## config.mk

```make
export PLATFORM = sky130hd
export DESIGN_NAME = perceptron_trainer_n
export DESIGN_NICKNAME = d
export VERILOG_FILES = /design/src/rtl/perceptron_trainer_n.sv
export SDC_FILE = /design/constraint.sdc
export NUM_CORES = 1
export LEC_CHECK = 0
export ABC_CLOCK_PERIOD_IN_PS = 6990
export CORE_ASPECT_RATIO = 1.1
export CORE_MARGIN = 3
export CORE_UTILIZATION = 60
export CTS_CLUSTER_DIAMETER = 30
export CTS_CLUSTER_SIZE = 10
export DETAILED_ROUTE_END_ITERATION = 8
export GPL_TIMING_DRIVEN = 0
export PLACE_DENSITY_LB_ADDON = 0.1
export SLEW_MARGIN = 20
export SYNTH_ARGS = -nofsm -noshare
export SYNTH_HDL_FRONTEND = slang
export SYNTH_SLANG_ARGS = --single-unit
```

## constraint.sdc

```tcl
create_clock -name clk -period 6.99 [get_ports clk]
set_input_delay 1.7475 -clock clk [delete_from_list [all_inputs] [get_ports clk]]
set_output_delay 1.7475 -clock clk [all_outputs]
set_load 0.02 [all_outputs]
```

## src/rtl/perceptron_trainer_n.sv

```systemverilog
// Single-layer perceptron trainer: sample buffer plus epoch controller running the perceptron rule.
// Optional build macro PERCEPTRON_SATURATE_EN makes weight/bias updates saturate instead of wrap.
module perceptron_trainer_n #(
    parameter int N_IN       = 2,
    parameter int XW         = 7,
    parameter int WW         = 14,
    parameter int DEPTH      = 16,
    parameter int ALPHA      = 1,
    parameter int MAX_EPOCHS = 255
) (
    input  logic                       clk,
    input  logic                       rst_n,
    input  logic                       wr_en,
    input  logic [$clog2(DEPTH)-1:0]   wr_addr,
    input  logic [N_IN*XW-1:0]         wr_x,
    input  logic                       wr_t,
    input  logic [$clog2(DEPTH):0]     num_samples,
    input  logic                       start,
    output logic                       busy,
    output logic                       done,
    output logic                       converged,
    output logic [7:0]                 epoch_cnt,
    output logic [$clog2(DEPTH):0]     err_cnt,
    output logic [N_IN*WW-1:0]         weights,
    output logic [WW-1:0]              bias
);

    localparam int AW   = $clog2(DEPTH);
    localparam int CW   = AW + 1;
    localparam int ACCW = XW + WW + $clog2(N_IN) + 1;
    localparam int SW   = WW + XW + 34;
    localparam int BW   = N_IN * XW + 1;
    localparam logic signed [SW-1:0] ALPHA_S = SW'(ALPHA);

`ifdef PERCEPTRON_SATURATE_EN
    localparam logic signed [SW-1:0] W_MAX = $signed({{(SW-WW+1){1'b0}}, {(WW-1){1'b1}}});
    localparam logic signed [SW-1:0] W_MIN = $signed({{(SW-WW+1){1'b1}}, {(WW-1){1'b0}}});
`endif

    typedef enum logic [2:0] {
        IDLE,
        FETCH,
        YIN,
        UPDATE,
        CHECK,
        DONE_S
    } state_t;

    state_t              state_q, state_d;
    logic [AW-1:0]       k_q, k_d;
    logic [CW-1:0]       n_q, n_d;
    logic [N_IN*WW-1:0]  w_q, w_d;
    logic [WW-1:0]       b_q, b_d;
    logic [7:0]          epoch_q, epoch_d;
    logic [CW-1:0]       err_q, err_d;
    logic                conv_q, conv_d;
    logic                yin_neg_q, yin_neg_d;

    // Sample buffer word: {x[N_IN-1] .. x[0], t}
    logic [BW-1:0]       mem [DEPTH];
    logic [BW-1:0]       rd_q;

    logic signed [XW-1:0] x_arr [N_IN];
    logic signed [WW-1:0] w_arr [N_IN];
    logic                 sample_t;

    logic signed [ACCW-1:0] yin_sum, acc_x, acc_w;
    logic signed [SW-1:0]   step, u_x, u_w, u_sum;
    logic [N_IN*WW-1:0]     w_upd;
    logic [WW-1:0]          b_upd;
    logic                   mismatch;
    logic [CW-1:0]          k_inc;
    logic [CW-1:0]          n_clamp;

    function automatic logic [WW-1:0] fit(input logic signed [SW-1:0] v);
`ifdef PERCEPTRON_SATURATE_EN
        if (v > W_MAX) begin
            return W_MAX[WW-1:0];
        end else if (v < W_MIN) begin
            return W_MIN[WW-1:0];
        end
        return v[WW-1:0];
`else
        return v[WW-1:0];
`endif
    endfunction

    always_ff @(posedge clk) begin
        if (wr_en && !busy) begin
            mem[wr_addr] <= {wr_x, wr_t};
        end
        if (state_q == FETCH) begin
            rd_q <= mem[k_q];
        end
    end

    generate
        for (genvar gi = 0; gi < N_IN; gi++) begin : g_unpack
            assign x_arr[gi] = rd_q[1 + gi*XW +: XW];
            assign w_arr[gi] = w_q[gi*WW +: WW];
        end
    endgenerate
    assign sample_t = rd_q[0];

    // Full-width dot product; only its sign is kept since that alone decides y.
    always_comb begin
        acc_x   = '0;
        acc_w   = $signed(b_q);
        yin_sum = acc_w;
        for (int i = 0; i < N_IN; i++) begin
            acc_x   = x_arr[i];
            acc_w   = w_arr[i];
            yin_sum = yin_sum + acc_x * acc_w;
        end
    end

    always_comb begin
        step  = sample_t ? ALPHA_S : -ALPHA_S;
        u_x   = '0;
        u_w   = '0;
        u_sum = '0;
        w_upd = w_q;
        for (int i = 0; i < N_IN; i++) begin
            u_x   = x_arr[i];
            u_w   = w_arr[i];
            u_sum = u_w + step * u_x;
            w_upd[i*WW +: WW] = fit(u_sum);
        end
        u_w   = $signed(b_q);
        b_upd = fit(u_w + step);
    end

    // y is +1 when yin >= 0, so a mismatch is sign bit equal to the target bit.
    assign mismatch = (yin_neg_q == sample_t);
    assign k_inc    = {1'b0, k_q} + CW'(1);
    assign n_clamp  = (num_samples > CW'(DEPTH)) ? CW'(DEPTH) : num_samples;

    always_comb begin
        state_d   = state_q;
        k_d       = k_q;
        n_d       = n_q;
        w_d       = w_q;
        b_d       = b_q;
        epoch_d   = epoch_q;
        err_d     = err_q;
        conv_d    = conv_q;
        yin_neg_d = yin_neg_q;
        case (state_q)
            IDLE, DONE_S: begin
                if (start) begin
                    w_d     = '0;
                    b_d     = '0;
                    epoch_d = '0;
                    err_d   = '0;
                    conv_d  = 1'b0;
                    k_d     = '0;
                    n_d     = n_clamp;
                    state_d = (n_clamp == '0) ? CHECK : FETCH;
                end
            end
            FETCH: begin
                state_d = YIN;
            end
            YIN: begin
                yin_neg_d = yin_sum[ACCW-1];
                state_d   = UPDATE;
            end
            UPDATE: begin
                if (mismatch) begin
                    w_d   = w_upd;
                    b_d   = b_upd;
                    err_d = err_q + CW'(1);
                end
                if (k_inc < n_q) begin
                    k_d     = k_inc[AW-1:0];
                    state_d = FETCH;
                end else begin
                    state_d = CHECK;
                end
            end
            CHECK: begin
                epoch_d = epoch_q + 8'd1;
                if (err_q == '0) begin
                    conv_d  = 1'b1;
                    state_d = DONE_S;
                end else if (epoch_d == 8'(MAX_EPOCHS)) begin
                    conv_d  = 1'b0;
                    state_d = DONE_S;
                end else begin
                    err_d   = '0;
                    k_d     = '0;
                    state_d = FETCH;
                end
            end
            default: begin
                state_d = IDLE;
            end
        endcase
    end

    always_ff @(posedge clk or negedge rst_n) begin
        if (!rst_n) begin
            state_q   <= IDLE;
            k_q       <= '0;
            n_q       <= '0;
            w_q       <= '0;
            b_q       <= '0;
            epoch_q   <= '0;
            err_q     <= '0;
            conv_q    <= 1'b0;
            yin_neg_q <= 1'b0;
        end else begin
            state_q   <= state_d;
            k_q       <= k_d;
            n_q       <= n_d;
            w_q       <= w_d;
            b_q       <= b_d;
            epoch_q   <= epoch_d;
            err_q     <= err_d;
            conv_q    <= conv_d;
            yin_neg_q <= yin_neg_d;
        end
    end

    assign busy      = (state_q == FETCH) || (state_q == YIN) ||
                       (state_q == UPDATE) || (state_q == CHECK);
    assign done      = (state_q == DONE_S);
    assign converged = conv_q;
    assign epoch_cnt = epoch_q;
    assign err_cnt   = err_q;
    assign weights   = w_q;
    assign bias      = b_q;

endmodule
```

==> results.json, run 1 <==
{
  "ff2ff_setup_slack_ns": 0.41,
  "grt_pass1_wl_um": 88600,
  "yosys-mux-area-fraction": 0.0723,
  "finalClockSkew_ns": 0.0127,
  "root_buffer": "clkbuf_16",
  "maxCapViolCount": 0,
  "crit_path_start_kind": "register",
  "worstHoldStart": "n_q[0]",
  "cp.required_ns": 7.48,
  "die_x_um": 195,
  "antenna_found_initial": 0,
  "cts-buffers-inserted": 60,
  "synth-async-reset-ratio": 0.213,
  "syn_avg_cell_area_um2": 12.9,
  "synth_warnings": 0,
  "outcome": "finished clean",
  "rows": 75,
  "place_congestion": 0.851,
  "antenna_left": 0,
  "critPathTopFamily": "adder cells",
  "r2r_start": "rd_q[14]",
  "rsz0062_at_grt": "false",
  "yosysSeqAreaShare": 0.397,
  "crit_top_cell": "fa_1",
  "hp-class": "reg -> reg",
  "cts_tree": "done",
  "finalSetupViolCount": 0,
  "endpoint_kind": "register",
  "crit_cells": 19,
  "synth_area_leaders": "edfxtp_1 (32%), fa_1 (24%), ha_1 (7.8%)",
  "clkSinkCount": 324,
  "ys_ff_latch": 324,
  "worstSkewPairLatency_ns": 0.61,
  "synth.largest_area_cell": "edfxtp_1",
  "drtIter0Drc": 938,
  "wl_per_cell_um": 21.8,
  "fin_crit_sh": 0.942,
  "slowest_delay_ns": 0.67,
  "clk_pin_slew_ns": 0.05,
  "dieArea_mm2": 0.0419,
  "slew_headroom": 0.316,
  "crit_start": "rd_q[14]",
  "via_per_inst": 5.71,
  "numPortBuffers": 85,
  "r2r_end": "yin_neg_q",
  "cts_hold_buf": 0,
  "final-hold-violation-count": 0,
  "grt_max_degree": 39,
  "period_minus_slack_ns": 6.58,
  "synth_compound_area_frac": 0.0458,
  "grt_overflow_total": 0,
  "vias": 14600,
  "syn_nets": 2298,
  "grtUsageTotal": 0.277,
  "utilization": 0.711,
  "drive_above_1_share": 0.122,
  "fin_setup_tns_ns": 0,
  "grt_pass1_vias": 15900,
  "syn_inst": 1841,
  "cp.arrival_ns": 7.07,
  "max_freq_mhz": 152,
  "hpwl_um": 40600,
  "synth-simple-area-share": 0.0857,
  "crit_buf_inv": 4,
  "synth_area_mm2": 0.0237,
  "hold_depth": 2,
  "timing.final.ws_setup_ns": 0.406,
  "initial_utilization": 0.614,
  "synth-main-ff-cell": "edfxtp_1",
  "dp.cells": 2447,
  "core_mm2": 0.0386,
  "synth_top_area_frac": 0.324,
  "worstMarginPinSlew_ns": 1.03,
  "antenna_cells": 0,
  "drtPass1Iterations": 5,
  "worstSetupPathType": "reg -> reg",
  "num-nets-final": 2466,
  "synth_top_family_by_area": "adder cells",
  "htreeDepth": 2,
  "maxSlewViolCount": 0,
  "cts_buffer_depth": 3,
  "ys_types": 70,
  "fp.dieH_um": 214,
  "io_pins": 86,
  "layout.cells.non_filler": 2560,
  "critical_path.slowest_cell": "edfxtp_1",
  "cp_cell_sequence": "clkbuf_1 > nand2b_1 > fa_1 > inv_1 > fa_1 > fa_1 > fa_1 > fa_1 > inv_1 > fa_1 > inv_1 > ha_1 > a211oi_1 > nor2_1 > nor2_1 > o211ai_1 > a211oi_1 > xnor2_1 > mux2_2",
  "synth-xor-area-share": 0.0207,
  "holdPathEnd": "n_q[0]",
  "yosys.area_share.adder": 0.316,
  "area.growth.synth_to_final_pct": 15.9,
  "cp_max_fo": 10,
  "dp_slack_ns": 0.439,
  "synth_edf_count": 255,
  "drcViolationCount": 0,
  "wirelength_um": 55800,
  "reg2reg_depth": 19
}
[Yosys cell counts, types with 4 or more instances]
master      n
nand3_1    10
buf_2      14
and3_1      4
fa_1      281
o21ai_0    73
xor2_1     23
a211oi_1   12
a31oi_1     4
nor2b_1    17
ha_1      148
nor2_1     60
a22o_1     12
a21oi_1    22
mux4_2     75
clkbuf_1   34
nor3_1     17
dfrtp_1    69
nand3b_1    5
nand2b_1   22
inv_1     331
edfxtp_1  255
xnor2_1    31
and2_1     91
nand4_1     6
nand2_1   149
a21o_1     12
[flip-flops by register name, indices dropped and copies added, names as in the netlist, 3 cells and up]
signal / count
n_q: 5
weights: 28
epoch_cnt: 8
err_cnt: 5
rd_q: 15
state_q: 3
k_q: 4
mem: 240
bias: 14
[area by class of cell]
type,instances,area (µm²)
multi-input cells,1132,12800
flip-flops and latches,324,9380
fillers,2679,11100
well taps,500,626
repair buffers,106,1120
clock buffers,64,1540
clock inverters,49,423
inverters,332,1250
plain buffers,53,246
[metal layers]
| metal | part of all wire | vias up | track usage | wire length [µm] |
|---|---|---|---|---|
| li1 | - | 6505 | - | - |
| met1 | 0.37 | 7530 | 0.339 | 20800 |
| met5 | 0 | - | 0 | 0 |
| met4 | 0.045 | 0 | 0.119 | 2540 |
| met3 | 0.055 | 137 | 0.0515 | 3070 |
| met2 | 0.53 | 444 | 0.485 | 29500 |
[stage by stage]
stage	area (µm²)	hold WS, ns
final	27400	0.506
after global routing	27400	0.546
after CTS	27400	0.507
after detailed placement	25500	0.495
after global placement	25100	0.494
after floorplan	23700	0.444
[worst reg2reg max path: cells and delay by family (launching register included)]
| family | cells | cell delay, ns |
|---|---|---|
| mux | 1 | 0.30 |
| fa+ha+maj | 7 | 3.25 |
| simple gates | 3 | 0.50 |
| xor+xnor | 1 | 0.18 |
| flops | 1 | 0.67 |
| compound gates | 3 | 0.84 |
| buf+inv | 4 | 0.72 |
[worst max path at each step]
stage	endpoint	slack, ns
6_report	yin_neg_q	0.41
5_1_grt	yin_neg_q	0.06
4_1_cts	yin_neg_q	0.40
3_5_place_dp	yin_neg_q	0.44
3_3_place_gp	yin_neg_q	0.49
2_1_floorplan	yin_neg_q	1.46
[layout by cell type, fill, tap and decap left out, drive strengths merged, types with 61 or more instances in the layout]
master         netlist  routed
edfxtp             255     255
nand2              150     150
clkbuf              36     101
dfrtp               69      69
inv                331     343
and2                92      92
ha                 148     148
fa                 281     281
nor2                61      61
mux4                75      75
clkdlybuf4s50        0      84
o21ai               74      74
[repair_timing]
item                       in CTS  in global routing
setup buffers                   0                  0
resized for setup               0                  2
setup endpoints to repair       0                  1
[cell families after synthesis]
| logic type | Yosys count |
|---|---|
| xor gates and xnor gates | 55 |
| adders and majority gates | 429 |
| DFF | 324 |
| AOI/OAI and AO/OA | 168 |
| and+or+nand+nor | 403 |
| muxes | 77 |
| buffers and inverters | 385 |
Power of run 1 is not shown: default switching activity piles up to over one toggle a cycle in this logic, so the estimate is an artifact.
==> run 2, diff against run 1 <==
GPL_TIMING_DRIVEN = default   (was 0)
==> results.json, run 2 (synthesis results as in run 1) <==
{
  "num-nets-final": 2428,
  "cp_max_fo": 16,
  "initial_utilization": 0.614,
  "rows": 75,
  "place_congestion": 0.857,
  "period_minus_slack_ns": 6.14,
  "worstSkewPairLatency_ns": 0.59,
  "max_freq_mhz": 163,
  "vias": 14400,
  "finalClockSkew_ns": 0.0230,
  "drive_above_1_share": 0.119,
  "endpoint_kind": "register",
  "cts_hold_buf": 0,
  "maxSlewViolCount": 0,
  "fin_crit_sh": 0.879,
  "drcViolationCount": 0,
  "ff2ff_setup_slack_ns": 0.85,
  "root_buffer": "clkbuf_16",
  "rsz0062_at_grt": "false",
  "cp_cell_sequence": "and2_1 > fa_1 > inv_1 > fa_1 > inv_1 > fa_1 > fa_1 > fa_1 > inv_1 > fa_1 > inv_1 > ha_1 > a211oi_1 > o211ai_1 > a31oi_1 > o211ai_1 > a211oi_1 > xnor2_1 > mux2_2",
  "final-hold-violation-count": 0,
  "via_per_inst": 5.70,
  "cts_buffer_depth": 3,
  "cts-buffers-inserted": 70,
  "crit_buf_inv": 4,
  "slew_headroom": 0.276,
  "largest_register": "mem",
  "antenna_left": 0,
  "largest_reg_flops": 240,
  "cts_setup_buffers": 0,
  "reg2reg_depth": 19,
  "drtPass1Iterations": 5,
  "fin_area_mm2": 0.0276,
  "outcome": "finished clean",
  "wirelength_um": 53200,
  "grtUsageTotal": 0.266,
  "fin_setup_tns_ns": 0,
  "place_area_mm2": 0.0251,
  "crit_cells": 19,
  "grt_pass1_wl_um": 85900,
  "grt_overflow_total": 0,
  "whs_ns": 0.501,
  "critical_path.slowest_cell": "edfxtp_1",
  "core_mm2": 0.0386,
  "maxCapViolCount": 0,
  "hp-class": "reg -> reg",
  "antenna_cells": 0,
  "cts_tree": "done",
  "clkSinkCount": 324,
  "grt_pass1_vias": 15600,
  "mostFrequentLayoutCell": "inv_1",
  "hold_depth": 2,
  "htreeDepth": 3,
  "antenna_found_initial": 0,
  "grt_max_degree": 65,
  "critPathTopFamily": "adder cells",
  "clk_pin_slew_ns": 0.05,
  "worstSetupPathType": "reg -> reg",
  "cp.required_ns": 7.44,
  "numPortBuffers": 85,
  "io_pins": 86,
  "cp.arrival_ns": 6.59,
  "cts_resized": 0,
  "wl_per_cell_um": 21.1,
  "crit_path_start_kind": "register",
  "crit_top_cell": "fa_1",
  "worstMarginPinSlew_ns": 1.08,
  "final_cell_mix": "inv_1 (331), fa_1 (281), edfxtp_1 (255)",
  "dieArea_mm2": 0.0419,
  "area.growth.synth_to_final_pct": 16.5,
  "drtIter0Drc": 765,
  "slowest_delay_ns": 0.63,
  "fp.dieH_um": 214,
  "die_x_um": 195,
  "finalSetupViolCount": 0,
  "hpwl_um": 37000
}
[run 2: cell count changes in the layout (fill, tap and decap cells not counted), moves of 9 or more]
| cell | previous run | this run |
|---|---|---|
| buf_2 | 14 | 0 |
| buf_8 | 11 | 0 |
| nor2_2 | 13 | 1 |
| clkbuf_1 | 36 | 8 |
| clkbuf_16 | 61 | 70 |
| buf_4 | 6 | 27 |
| nor2_1 | 47 | 59 |
| bufinv_16 | 3 | 12 |
[run 2: final timing paths]
check,startpoint,end
max in group asynchronous,rst_n,k_q[0]
min,n_q[0],n_q[0]
min reg2reg,n_q[0],n_q[0]
min in group asynchronous,rst_n,bias[4]
max reg2reg,rd_q[10],yin_neg_q
max,rd_q[10],yin_neg_q
[run 2: metrics by stage]
stage / cells / utilization / worst slack [ns]
final: 2524 / 0.715 / 0.848
after global routing: 2524 / 0.715 / 0.615
after CTS: 2524 / 0.715 / 0.889
after detailed placement: 2399 / 0.651 / 0.960
after global placement: 2399 / 0.651 / 1.18
after floorplan: 1841 / - / 1.46
[run 2: worst min-delay path, stage by stage (launching register included)]
cell and delay (ns):
dfrtp_1 0.34, nand2_1 0.05, o21ai_0 0.07
[run 2: area by class of cell]
| class | instances | area (µm²) |
|---|---|---|
| tap | 500 | 626 |
| inverter | 332 | 1250 |
| timing repair buffer | 111 | 1040 |
| multi-input combinational | 1132 | 12800 |
| fill | 2581 | 11000 |
| sequential | 324 | 9390 |
| clock buffer | 81 | 1820 |
| clock inverter | 44 | 627 |
[run 2: layer usage]
| layer | track usage | wire [µm] | vias up |
|---|---|---|---|
| met1 | 0.335 | 20200 | 7453 |
| li1 | - | - | 6434 |
| met4 | 0.114 | 2060 | 0 |
| met3 | 0.0424 | 2580 | 113 |
| met2 | 0.461 | 28400 | 376 |
| met5 | 0 | 0 | - |
Power of run 2 is left out for the same reason.
==> run 3, diff against run 2 <==
CORE_MARGIN = 1.5   (was 3)
CORE_UTILIZATION = 39   (was 60)
==> results.json, run 3 (synthesis results as in run 1) <==
{
  "globalRouteMet3Util": 0.0353,
  "grt_max_degree": 70,
  "drcViolationCount": 0,
  "antenna_found_initial": 1,
  "endpoint_kind": "register",
  "root_buffer": "clkbuf_16",
  "numPortBuffers": 85,
  "vias": 14100,
  "max_freq_mhz": 162,
  "slowest_delay_ns": 0.74,
  "clkSinkCount": 324,
  "grt_overflow_total": 0,
  "period_minus_slack_ns": 6.18,
  "worstSkewPairLatency_ns": 0.60,
  "utilization": 0.472,
  "hp-class": "reg -> reg",
  "place_congestion": 0.844,
  "die_x_um": 238,
  "grt-busiest-layer": "met2",
  "holdPathEnd": "n_q[0]",
  "wl_per_cell_um": 20.4,
  "crit_top_cell": "fa_1",
  "cp_cell_sequence": "nand2_1 > fa_1 > inv_1 > fa_1 > fa_1 > fa_1 > fa_1 > inv_1 > fa_1 > inv_1 > ha_1 > a211oi_1 > nor2_1 > nor2_1 > o211ai_1 > a211oi_1 > xnor2_1 > mux2_2",
  "fin_area_mm2": 0.0283,
  "drtIter0Drc": 685,
  "cts-buffers-inserted": 81,
  "cp.required_ns": 7.45,
  "worstHoldStart": "n_q[0]",
  "place_area_mm2": 0.0255,
  "core_mm2": 0.0599,
  "fp.dieH_um": 261,
  "dieArea_mm2": 0.0622,
  "final-hold-violation-count": 0,
  "reg2reg_depth": 18,
  "num-nets-final": 2442,
  "antenna_left": 0,
  "largest_reg_flops": 240,
  "dp.cells": 2670,
  "grt.met2_usage": 0.342,
  "crit_buf_inv": 3,
  "fin_setup_tns_ns": 0,
  "final_cell_mix": "inv_1 (331), fa_1 (281), edfxtp_1 (255)",
  "cp_max_fo": 15,
  "cts_tree": "done",
  "fillers": 5313,
  "worstSetupPathType": "reg -> reg",
  "grt_pass1_wl_um": 91300,
  "hold_depth": 2,
  "clk_pin_slew_ns": 0.04,
  "via_per_inst": 5.01,
  "fin_crit_sh": 0.884,
  "drive_above_1_share": 0.128,
  "r2r_end": "yin_neg_q",
  "regArea_mm2": 0.00939,
  "cts_hold_buf": 0,
  "finalClockSkew_ns": 0.0242,
  "worstMarginPinSlew_ns": 1.03,
  "rows": 94,
  "io_pins": 86,
  "rsz0062_at_grt": "false",
  "finalSetupViolCount": 0,
  "cts_setup_buffers": 0,
  "maxCapViolCount": 0,
  "cts_buffer_depth": 3,
  "cp.arrival_ns": 6.64,
  "hpwl_um": 41700,
  "critical_path.slowest_cell": "edfxtp_1",
  "r2r_start": "rd_q[1]",
  "ff2ff_setup_slack_ns": 0.81,
  "initial_utilization": 0.395,
  "mostFrequentLayoutCell": "inv_1",
  "slew_headroom": 0.314,
  "maxSlewViolCount": 0,
  "layout.cells.non_filler": 2820,
  "drtPass1Iterations": 5,
  "use_met1": 0.241,
  "grtUsageTotal": 0.196,
  "outcome": "finished clean",
  "cts_resized": 0,
  "crit_path_start_kind": "register",
  "grt_pass1_vias": 15600,
  "area.growth.synth_to_final_pct": 19.4,
  "wirelength_um": 57500,
  "htreeDepth": 3,
  "multi_input_area_mm2": 0.0128,
  "critPathTopFamily": "adder cells",
  "largest_register": "mem"
}
-- run 3: cell count changes in the layout (fill, tap and decap cells not counted), sizes merged --
cell | previous run | this run
diode | 0 | 1
inv | 337 | 332
buf | 27 | 30
clkinv | 17 | 40
clkinvlp | 10 | 6
clkbuf | 81 | 91
-- run 3: cell type report --
class,instances,area share
diodes,1,0.0000885
multi-input cells,1132,0.454
clock inverters,58,0.0231
repair buffers,114,0.0379
well taps,768,0.0340
flip-flops and latches,324,0.332
inverters,332,0.0441
clock buffers,91,0.0745
-- run 3: worst max path at each step --
stage | from | to | slack (ns) | cells past startpoint
floorplan | weights[13] | yin_neg_q | 1.46 | 19
global placement | rd_q[1] | yin_neg_q | 0.88 | 18
detailed placement | rd_q[1] | yin_neg_q | 0.78 | 18
CTS | rd_q[1] | yin_neg_q | 0.75 | 18
global route | rd_q[1] | yin_neg_q | 0.44 | 18
finish | rd_q[1] | yin_neg_q | 0.81 | 18
-- run 3: metrics by stage --
| stage | setup slack (ns) | hold slack, ns |
|---|---|---|
| finish | 0.812 | 0.498 |
| global route | 0.444 | 0.543 |
| CTS | 0.747 | 0.507 |
| detailed placement | 0.776 | 0.484 |
| global placement | 0.883 | 0.488 |
| floorplan | 1.46 | 0.444 |
-- run 3: layer usage --
metal	up-vias	part of all wire
met5	-	0
met4	0	0.031
met3	102	0.042
met2	247	0.51
met1	7302	0.41
li1	6473	-
-- run 3: worst register-to-register path, cell delays in order, from the launching register on --
cell and delay, ns:
edfxtp_1 0.74, nand2_1 0.45, fa_1 0.60, inv_1 0.05, fa_1 0.48, fa_1 0.58
fa_1 0.43, fa_1 0.49, inv_1 0.05, fa_1 0.47, inv_1 0.04, ha_1 0.28
a211oi_1 0.24, nor2_1 0.08, nor2_1 0.22, o211ai_1 0.19, a211oi_1 0.31, xnor2_1 0.09
mux2_2 0.27
Power of run 3 is left out for the same reason.
